File: src/rtl/lcd_pkg.sv
// Shared constants, FSM state type and DDRAM address stepping for the HD44780 responder.
package lcd_pkg;

  localparam logic [7:0] CMD_CLR   = 8'h01;
  localparam logic [7:0] CMD_HOME  = 8'h02;
  localparam logic [7:0] CMD_ENTRY = 8'h04;
  localparam logic [7:0] CMD_DISP  = 8'h08;
  localparam logic [7:0] CMD_SHIFT = 8'h10;
  localparam logic [7:0] CMD_FUNC  = 8'h20;
  localparam logic [7:0] CMD_CGRAM = 8'h40;
  localparam logic [7:0] CMD_DDRAM = 8'h80;

  localparam logic [6:0] LINE1_END  = 7'h27;
  localparam logic [6:0] LINE2_BASE = 7'h40;
  localparam logic [6:0] LINE2_END  = 7'h67;
  localparam logic [7:0] BLANK      = 8'h20;

  typedef enum logic [1:0] {CLEARING, BUSY, IDLE} state_t;

  function automatic logic addr_mapped(input logic [6:0] a);
    return (a <= LINE1_END) || ((a >= LINE2_BASE) && (a <= LINE2_END));
  endfunction

  // Unmapped addresses snap to the next line start (up) or previous line end (down).
  function automatic logic [6:0] addr_inc(input logic [6:0] a);
    if (a < LINE1_END)       return a + 7'd1;
    else if (a < LINE2_BASE) return LINE2_BASE;
    else if (a < LINE2_END)  return a + 7'd1;
    else                     return '0;
  endfunction

  function automatic logic [6:0] addr_dec(input logic [6:0] a);
    if (a == 7'h00)           return LINE2_END;
    else if (a <= LINE1_END)  return a - 7'd1;
    else if (a <= LINE2_BASE) return LINE1_END;
    else if (a <= LINE2_END)  return a - 7'd1;
    else                      return LINE2_END;
  endfunction

  function automatic logic [6:0] addr_step(input logic [6:0] a, input logic up);
    return up ? addr_inc(a) : addr_dec(a);
  endfunction

endpackage

File: src/rtl/hd44780_ddram.sv
// 80-byte display RAM addressed by the 7-bit HD44780 DDRAM address; unmapped reads give blank.
module hd44780_ddram
  import lcd_pkg::*;
(
  input  logic       clk,
  input  logic       rst,
  input  logic       we,
  input  logic [6:0] waddr,
  input  logic [7:0] wdata,
  input  logic [6:0] host_addr,
  output logic [7:0] host_data,
  input  logic [6:0] mon_addr,
  output logic [7:0] mon_data
);

  logic [7:0] mem [0:79];

  function automatic logic [6:0] lin(input logic [6:0] a);
    if (a <= LINE1_END) return a;
    if (addr_mapped(a)) return a - 7'd24;
    return '0;
  endfunction

  always_ff @(posedge clk) begin
    if (we && addr_mapped(waddr)) mem[lin(waddr)] <= wdata;
  end

  always_ff @(posedge clk or posedge rst) begin
    if (rst) begin
      host_data <= '0;
      mon_data  <= '0;
    end else begin
      host_data <= addr_mapped(host_addr) ? mem[lin(host_addr)] : BLANK;
      mon_data  <= addr_mapped(mon_addr)  ? mem[lin(mon_addr)]  : BLANK;
    end
  end

endmodule

File: src/rtl/hd44780_responder.sv
// Device side of an 8-bit HD44780 bus: decodes host accesses on E edges, models busy time,
// and exposes DDRAM through a monitor port.
module hd44780_responder
  import lcd_pkg::*;
#(
  parameter int unsigned BUSY_CYCLES  = 925,
  parameter int unsigned CLEAR_CYCLES = 38000
) (
  input  logic       clk,
  input  logic       reset,
  input  logic [7:0] lcd_d_in,
  output logic [7:0] lcd_d_out,
  output logic       lcd_d_oe,
  input  logic       lcd_rs,
  input  logic       lcd_rw,
  input  logic       lcd_e,
  input  logic [6:0] mon_addr,
  output logic [7:0] mon_data,
  output logic       busy,
  output logic       display_on,
  output logic       cmd_error
);

  localparam int unsigned CNT_MAX = (BUSY_CYCLES > CLEAR_CYCLES) ? BUSY_CYCLES : CLEAR_CYCLES;
  localparam int CW = $clog2(CNT_MAX + 1);
  localparam logic [CW-1:0] BUSY_LOAD  = CW'(BUSY_CYCLES);
  localparam logic [CW-1:0] CLEAR_LOAD = CW'(CLEAR_CYCLES - 80);

  logic       e_s1, e_s2, e_prev, rs_s1, rs_s2, rw_s1, rw_s2;
  logic [7:0] d_s1, d_s2;
  logic       e_rise, e_fall;

  always_ff @(posedge clk or posedge reset) begin
    if (reset) begin
      e_s1 <= 1'b0; e_s2 <= 1'b0; e_prev <= 1'b0;
      rs_s1 <= 1'b0; rs_s2 <= 1'b0;
      rw_s1 <= 1'b0; rw_s2 <= 1'b0;
      d_s1 <= '0; d_s2 <= '0;
    end else begin
      e_s1 <= lcd_e;    e_s2 <= e_s1;  e_prev <= e_s2;
      rs_s1 <= lcd_rs;  rs_s2 <= rs_s1;
      rw_s1 <= lcd_rw;  rw_s2 <= rw_s1;
      d_s1 <= lcd_d_in; d_s2 <= d_s1;
    end
  end

  assign e_rise   = e_s2 & ~e_prev;
  assign e_fall   = ~e_s2 & e_prev;
  assign lcd_d_oe = e_s2 & rw_s2;

  state_t        state, state_n;
  logic [CW-1:0] cnt, cnt_n;
  logic [6:0]    clr_addr, clr_n, addr, addr_n;
  logic          inc_mode, inc_n, disp_n, err_n;
  logic [7:0]    dout_n, host_data;
  logic          we;
  logic [6:0]    waddr;
  logic [7:0]    wdata;

  assign busy = (state != IDLE);

  hd44780_ddram u_ddram (
    .clk       (clk),
    .rst       (reset),
    .we        (we),
    .waddr     (waddr),
    .wdata     (wdata),
    .host_addr (addr),
    .host_data (host_data),
    .mon_addr  (mon_addr),
    .mon_data  (mon_data)
  );

  always_ff @(posedge clk or posedge reset) begin
    if (reset) begin
      state      <= CLEARING;
      cnt        <= '0;
      clr_addr   <= '0;
      addr       <= '0;
      inc_mode   <= 1'b1;
      display_on <= 1'b0;
      lcd_d_out  <= '0;
      cmd_error  <= 1'b0;
    end else begin
      state      <= state_n;
      cnt        <= cnt_n;
      clr_addr   <= clr_n;
      addr       <= addr_n;
      inc_mode   <= inc_n;
      display_on <= disp_n;
      lcd_d_out  <= dout_n;
      cmd_error  <= err_n;
    end
  end

  always_comb begin
    state_n = state;
    cnt_n   = cnt;
    clr_n   = clr_addr;
    addr_n  = addr;
    inc_n   = inc_mode;
    disp_n  = display_on;
    dout_n  = lcd_d_out;
    err_n   = 1'b0;
    we      = 1'b0;
    waddr   = addr;
    wdata   = d_s2;

    unique case (state)
      CLEARING: begin
        we    = 1'b1;
        waddr = clr_addr;
        wdata = BLANK;
        clr_n = addr_inc(clr_addr);
        if (clr_addr == LINE2_END) begin
          state_n = BUSY;
          cnt_n   = CLEAR_LOAD;
        end
      end
      BUSY: begin
        if (cnt <= CW'(1)) state_n = IDLE;
        else               cnt_n   = cnt - CW'(1);
      end
      default: ;
    endcase

    if (e_rise && rw_s2) dout_n = rs_s2 ? host_data : {busy, addr};

    // Busy-flag reads never touch state; every other E fall needs IDLE as sampled this cycle.
    if (e_fall && !(rw_s2 && !rs_s2)) begin
      if (state != IDLE) begin
        err_n = 1'b1;
      end else if (rw_s2) begin
        addr_n  = addr_step(addr, inc_mode);
        state_n = BUSY;
        cnt_n   = BUSY_LOAD;
      end else if (rs_s2) begin
        we      = 1'b1;
        waddr   = addr;
        wdata   = d_s2;
        addr_n  = addr_step(addr, inc_mode);
        state_n = BUSY;
        cnt_n   = BUSY_LOAD;
      end else if (d_s2 != '0) begin
        state_n = BUSY;
        cnt_n   = BUSY_LOAD;
        if ((d_s2 & CMD_DDRAM) != '0) begin
          addr_n = d_s2[6:0];
        end else if ((d_s2 & (CMD_CGRAM | CMD_FUNC)) != '0) begin
          addr_n = addr;
        end else if ((d_s2 & CMD_SHIFT) != '0) begin
          if (!d_s2[3]) addr_n = addr_step(addr, d_s2[2]);
        end else if ((d_s2 & CMD_DISP) != '0) begin
          disp_n = d_s2[2];
        end else if ((d_s2 & CMD_ENTRY) != '0) begin
          inc_n = d_s2[1];
        end else if ((d_s2 & CMD_HOME) != '0) begin
          addr_n = '0;
        end else begin
          addr_n  = '0;
          inc_n   = 1'b1;
          clr_n   = '0;
          state_n = CLEARING;
        end
      end
    end
  end

endmodule

File: config.mk
export PLATFORM = sky130hd
export DESIGN_NAME = hd44780_responder
export DESIGN_NICKNAME = d
export VERILOG_FILES = /design/src/rtl/lcd_pkg.sv /design/src/rtl/hd44780_ddram.sv /design/src/rtl/hd44780_responder.sv
export SDC_FILE = /design/constraint.sdc
export NUM_CORES = 1
export LEC_CHECK = 0
export CAP_MARGIN = 20
export CORE_MARGIN = 3
export CORE_UTILIZATION = 40
export CTS_CLUSTER_SIZE = 30
export DETAILED_ROUTE_END_ITERATION = 8
export REMOVE_ABC_BUFFERS = 1
export SLEW_MARGIN = 20
export SYNTH_ARGS = -nofsm -noshare
export SYNTH_HDL_FRONTEND = slang
export SYNTH_SLANG_ARGS = --single-unit
File: constraint.sdc
create_clock -name clk -period 8.5 [get_ports clk]
set_input_delay 1.275 -clock clk [delete_from_list [all_inputs] [get_ports clk]]
set_output_delay 1.275 -clock clk [all_outputs]
set_load 0.005 [all_outputs]
==> results of run 1 <==
per-layer routing:
layer / global-route usage [%] / part of all wire, %
met1: 37.4 / 39
met2: 40.9 / 44
met3: 6.63 / 12
met4: 13.6 / 5.5
met5: 0 / 0.0099
power breakdown:
part / switching (mW) / internal, mW / leakage (nW)
Sequential: 0.0248 / 3.83 / 5.53
Clock: 1.45 / 2.08 / 1.30
Combinational: 0.279 / 0.137 / 5.02
kinds of logic after synthesis:
family,Yosys count
multiplexers,270
adder cells (fa/ha/maj),14
buffers and inverters,270
AO/OA/AOI/OAI,880
AND/OR/NAND/NOR,782
XOR/XNOR,13
flip-flops,722
stage by stage:
step | utilization [%] | cells | setup WS, ns | power, mW | hold WS [ns]
after global routing | 45.3 | 4103 | 2.57 | 7.99 | 0.365
after CTS | 45.3 | 4102 | 2.64 | 7.82 | 0.355
after floorplan | - | 2704 | -0.220 | 4.10 | 0.331
after detailed placement | 42.3 | 3954 | 2.69 | 4.32 | 0.336
after global placement | 42.3 | 3954 | 2.70 | 4.32 | 0.339
final | 45.3 | 4103 | 2.83 | 7.80 | 0.354
state kept, by name, indices dropped and copies added (netlist names):
name               count
e_s2                   1
d_s2                   8
lcd_d_out              8
cnt                   16
rs_s2                  1
u_ddram.mem          640
u_ddram.mon_data       8
d_s1                   8
rw_s1                  1
e_s1                   1
clr_addr               7
u_ddram.host_data      8
e_prev                 1
cmd_error              1
addr                   7
inc_mode               1
rw_s2                  1
rs_s1                  1
display_on             1
state                  2
placed cells by master (no fill, tap or decap), types with 14 or more instances in the layout:
cell type	Yosys	final
mux4_2	39	39
a211oi_1	47	46
o21ai_0	145	145
o221ai_1	43	43
clkbuf_1	133	17
dfrtp_1	81	78
clkbuf_16	0	83
nor3_1	80	79
nand3_1	66	66
edfxtp_1	640	640
inv_1	21	20
a21oi_1	208	206
nor2_1	205	197
a211o_1	43	43
o2bb2ai_1	24	24
nor4_1	17	16
nor2b_1	17	17
clkdlybuf4s50_1	0	36
and3_1	20	20
buf_4	6	53
a31oi_1	67	67
nand4_1	16	16
a311oi_1	19	19
a221oi_1	119	119
o22ai_1	32	32
clkinv_2	0	18
mux2_2	53	53
ha_1	14	14
nand2_1	290	288
mux2i_1	178	178
a22oi_1	20	20
final timing paths:
kind | start | end | cells after the start
min in group asynchronous | reset | cnt[1]$_DFF_PP0_ | 2
worst min-delay path | d_s1[2]$_DFF_PP0_ | d_s2[2]$_DFF_PP0_ | 0
max in group asynchronous | reset | addr[2]$_DFFE_PP0P_ | 3
worst max-delay path | state[0]$_DFF_PP0_ | u_ddram.mem[76][0]$_DFFE_PP_ | 11
worst max register to register | state[0]$_DFF_PP0_ | u_ddram.mem[76][0]$_DFFE_PP_ | 11
worst min register to register | d_s1[2]$_DFF_PP0_ | d_s2[2]$_DFF_PP0_ | 0
final cells by class:
| cell class | instances | area, sq um |
|---|---|---|
| clock buffers | 102 | 2170 |
| clock inverters | 46 | 465 |
| fillers | 7762 | 47800 |
| inverters | 23 | 88.8 |
| multi-input cells | 1959 | 13300 |
| flip-flops and latches | 722 | 21300 |
| well taps | 1155 | 1450 |
| repair buffers | 96 | 877 |
==> impl_metrics.env, run 1 <==
export IMPL_crit_chain="nor2_2 > mux2i_1 > ha_1 > inv_1 > a221oi_1 > a2bb2oi_1 > nor2b_1 > a211oi_2 > nor3_1 > nand2_1 > nor2_1"
export IMPL_ant_nets=0
export IMPL_fp_row_count=108
export IMPL_ys_warn_count=0
export IMPL_avgSynthCellArea_sq_um=12.1
export IMPL_hold_buffers=0
export IMPL_crit_family="simple AND/OR/NAND/NOR gates"
export IMPL_synth_xor_area_share_pct=0.320
export IMPL_post_route_period_util_pct=66.7
export IMPL_grt_max_degree=81
export IMPL_worstSetupStartpointType="flop"
export IMPL_dpl_cell_area_sq_um=37000
export IMPL_ys_types=85
export IMPL_cts_sinks=722
export IMPL_yosysTopAreaCellShare_pct=54.0
export IMPL_synthArstFlopShare_pct=11.4
export IMPL_first_global_vias=26559
export IMPL_cts_tree="done"
export IMPL_cp_buffers_inverters=1
export IMPL_ctsResizeCount=0
export IMPL_yosysMostFrequentCell="edfxtp_1"
export IMPL_diodes=0
export IMPL_grt_pass1_wl_um=188000
export IMPL_gpl_final_weighted_congestion=0.984
export IMPL_grt_usage_pct=27.4
export IMPL_drtPass1Iterations=6
export IMPL_cts_setup_buffers=0
export IMPL_routed_wl_um=131000
export IMPL_wl_per_cell_um=31.9
export IMPL_synthesis_area_sq_um=35600
export IMPL_path_clk_slew_ns=0.06
export IMPL_final_nets=2916
export IMPL_initialDrtViolationCount=4320
export IMPL_ys_seq_area_share_pct=59.8
export IMPL_syn_inst=2951
export IMPL_criticalPathCategory="reg -> reg"
export IMPL_leakagePower_nw=11.9
export IMPL_yosysTopAreaCell="edfxtp_1"
export IMPL_dieWidth_um=304
export IMPL_die_area_sq_um=92500
export IMPL_synthAdderAreaFrac_pct=0.493
export IMPL_fin_skew_ns=0.0314
export IMPL_tightest_slew_ns=1.17
export IMPL_cp_arrival_ns=5.92
export IMPL_hpwl_um=84000
export IMPL_required_ns=8.75
export IMPL_fp_coreArea_sq_um=87400
export IMPL_hold_path_class="reg -> reg"
export IMPL_syn2layout_area_growth_pct=11.4
export IMPL_maxSlewViolCount=0
export IMPL_slew_headroom_pct=21.9
export IMPL_drive_above_1_share_pct=11.0
export IMPL_routed_via_density=6.79
export IMPL_ioPinCount=40
export IMPL_cts_max_path_buffers=3
export IMPL_min_period_ns=5.67
export IMPL_fin_setup_tns_ns=0
export IMPL_final_area_sq_um=39600
export IMPL_synthMuxAreaShare_pct=9.16
export IMPL_max_stage_delay_ns=0.87
export IMPL_synth_edf_count=640
export IMPL_numPortBuffers=39
export IMPL_r2r_setup_slack_ns=2.83
export IMPL_run_status="finished clean"
export IMPL_clk_latency_ns=0.65
export IMPL_start_util_pct=40.7
export IMPL_cp_end_kind="flop"
export IMPL_synthTopCellsByCount="640 x edfxtp_1, 290 x nand2_1, 208 x a21oi_1"
export IMPL_vias=27863
export IMPL_synth_compound_area_share_pct=17.0
export IMPL_setup_violations=0
export IMPL_slowest_stage="nor3_1"
export IMPL_grt_setup_unrepaired="false"
export IMPL_synthFlopType="edfxtp_1"
export IMPL_antenna_found_initial=2
export IMPL_synth_seq_cells=722
export IMPL_critPathMaxFanout=14
export IMPL_power_density_nw_per_um2=197
export IMPL_synthTopCellsByArea="edfxtp_1 54%, dfrtp_1 5.7%, mux2i_1 5.0%, nand2_1 3.1%, a221oi_1 2.9%"
export IMPL_grt_overflow=0
export IMPL_cts_root_buf="clkbuf_16"
export IMPL_drc=0
export IMPL_synth_top_family_by_area="compound AO/OA/AOI/OAI gates"
export IMPL_cap_violations=0
export IMPL_die_h_um=304
export IMPL_fmax_ghz=0.176
export IMPL_htree_levels=3
export IMPL_synthSimpleGateAreaFrac_pct=10.0
export IMPL_cts_made_buffers=80
export IMPL_ir_drop_uv=157
export IMPL_hold_viol=0
No activity file was read; power rests on OpenSTA's default activity.
==> run 2, diff against run 1 <==
==> constraint.sdc (replaced) <==
create_clock -name clk -period 5.6 [get_ports clk]
set_input_delay 0.84 -clock clk [delete_from_list [all_inputs] [get_ports clk]]
set_output_delay 0.84 -clock clk [all_outputs]
set_load 0.005 [all_outputs]
==> impl_metrics.env, run 2 (same netlist as run 1, synthesis figures left out) <==
export IMPL_dp_cells=4042
export IMPL_ioPinCount=40
export IMPL_mostFrequentLayoutCell="edfxtp_1"
export IMPL_fp_row_count=108
export IMPL_required_ns=5.86
export IMPL_most_common_layout_cells="640 x edfxtp_1, 288 x nand2_1, 206 x a21oi_1"
export IMPL_grt_overflow=0
export IMPL_first_global_vias=27037
export IMPL_dieWidth_um=304
export IMPL_cts_sinks=722
export IMPL_fmax_ghz=0.205
export IMPL_htree_levels=3
export IMPL_max_stage_delay_ns=0.67
export IMPL_routed_wl_um=136000
export IMPL_run_status="finished clean"
export IMPL_cpMostUsedCell="nor2_1"
export IMPL_initialDrtViolationCount=4758
export IMPL_cap_violations=0
export IMPL_crit_chain="nor2_1 > mux2i_1 > ha_1 > inv_1 > a221oi_1 > a2bb2oi_1 > nor2b_1 > a211oi_2 > nor3_1 > nand2_1 > buf_4 > nor2_1"
export IMPL_dpl_cell_area_sq_um=37700
export IMPL_gpl_final_weighted_congestion=1.04
export IMPL_power_density_nw_per_um2=306
export IMPL_final_nets=3003
export IMPL_clk_latency_ns=0.65
export IMPL_wl_met3_um=17200
export IMPL_grt_max_degree=137
export IMPL_die_h_um=304
export IMPL_drc=0
export IMPL_route_layer_met1_wl_um=52200
export IMPL_critPathMaxFanout=14
export IMPL_routed_via_density=6.81
export IMPL_ir_drop_uv=227
export IMPL_ant_nets=0
export IMPL_slew_headroom_pct=16.8
export IMPL_largest_reg_flops=640
export IMPL_reg_top3="u_ddram.mem (640), cnt (16)"
export IMPL_tightest_slew_ns=1.24
export IMPL_grt_setup_unrepaired="false"
export IMPL_hold_viol=0
export IMPL_multi_input_area_sq_um=13300
export IMPL_cp_end_kind="flop"
export IMPL_hold_buffers=0
export IMPL_wl_per_cell_um=32.5
export IMPL_min_period_ns=4.88
export IMPL_drive_above_1_share_pct=13.7
export IMPL_slowest_stage="nor2_1"
export IMPL_fin_skew_ns=0.0289
export IMPL_grt_usage_pct=28.6
export IMPL_cts_root_buf="clkbuf_16"
export IMPL_final_area_sq_um=40700
export IMPL_fillerInstances=7692
export IMPL_path_clk_slew_ns=0.06
export IMPL_criticalPathCategory="reg -> reg"
export IMPL_drtPass1Iterations=6
export IMPL_post_route_period_util_pct=87.2
export IMPL_die_area_sq_um=92500
export IMPL_hold_path_class="reg -> reg"
export IMPL_ctsResizeCount=0
export IMPL_fin_cells=4195
export IMPL_syn2layout_area_growth_pct=14.4
export IMPL_hpwl_um=89100
export IMPL_vias=28579
export IMPL_leakagePower_nw=12.4
export IMPL_cts_setup_buffers=0
export IMPL_start_util_pct=40.7
export IMPL_regMostFlops="u_ddram.mem"
export IMPL_worstSetupStartpointType="flop"
export IMPL_seq_area_sq_um=21300
export IMPL_antenna_found_initial=8
export IMPL_cts_max_path_buffers=3
export IMPL_cp_arrival_ns=5.15
export IMPL_report_power_total_mw=12.4
export IMPL_grt_pass1_wl_um=196000
export IMPL_wl_met2_um=58600
export IMPL_cts_made_buffers=80
export IMPL_cts_tree="done"
export IMPL_fp_coreArea_sq_um=87400
export IMPL_maxSlewViolCount=0
export IMPL_dr_max_layer_used="met5"
export IMPL_numPortBuffers=39
export IMPL_setup_violations=0
[run 2: changes by cell type in the layout (fill, tap and decap cells not counted), moves of 3 or more]
cell,before,now
buf_4,53,133
clkinv_8,0,3
bufinv_16,9,20
clkbuf_1,17,7
buf_12,3,11
clkinv_1,13,17
nor2_2,6,2
clkinvlp_4,1,5
diode_2,0,3
clkinv_2,18,12
nor2_1,197,200
[run 2: critical path: cells and delay by family, from the launching register on]
family                   cells  cell delay (ns)
AO/OA/AOI/OAI                3             0.61
AND/OR/NAND/NOR              5             2.39
buffers and inverters        2             0.30
multiplexers                 1             0.45
flip-flops                   1             0.52
adder cells (fa/ha/maj)      1             0.23
[run 2: final timing paths]
| check | slack [ns] | start | endpoint | cells past startpoint |
|---|---|---|---|---|
| worst max-delay path | 0.72 | state[0]$_DFF_PP0_ | u_ddram.mem[78][3]$_DFFE_PP_ | 12 |
| worst min-delay path | 0.35 | d_s1[7]$_DFF_PP0_ | d_s2[7]$_DFF_PP0_ | 0 |
| worst max register to register | 0.72 | state[0]$_DFF_PP0_ | u_ddram.mem[78][3]$_DFFE_PP_ | 12 |
| worst min register to register | 0.35 | d_s1[7]$_DFF_PP0_ | d_s2[7]$_DFF_PP0_ | 0 |
| max in group asynchronous | 3.80 | reset | addr[2]$_DFFE_PP0P_ | 3 |
| min in group asynchronous | 0.60 | reset | d_s1[1]$_DFF_PP0_ | 2 |
[run 2: area by class of cell]
cell class              instances  area share (%)
well taps                    1155            3.55
repair buffers                183            3.96
flip-flops and latches        722            52.3
inverters                      23           0.218
clock inverters                61            2.12
clock buffers                  89            5.11
multi-input cells            1959            32.7
diodes                          3          0.0185
[run 2: power by group]
part | total (mW) | switching, mW | internal, mW
combinational | 0.660 | 0.442 | 0.218
sequential | 5.85 | 0.0396 | 5.81
clock | 5.93 | 2.32 | 3.62
[run 2: per-stage QoR]
step                utilization [%]  setup TNS [ns]  setup WS [ns]  hold slack (ns)
floorplan                         -         -750.15          -3.12            0.331
global route                   46.5               0          0.324            0.352
finish                         46.5               0          0.715            0.346
global placement               43.1               0          0.866            0.338
detailed placement             43.1               0          0.774            0.335
CTS                            46.5               0          0.752            0.349
[run 2: routing by layer]
| metal | track usage (%) | vias up |
|---|---|---|
| li1 | - | 11697 |
| met1 | 38.6 | 14299 |
| met2 | 41.8 | 2183 |
| met3 | 7.91 | 396 |
| met4 | 15.3 | 4 |
| met5 | 0 | - |
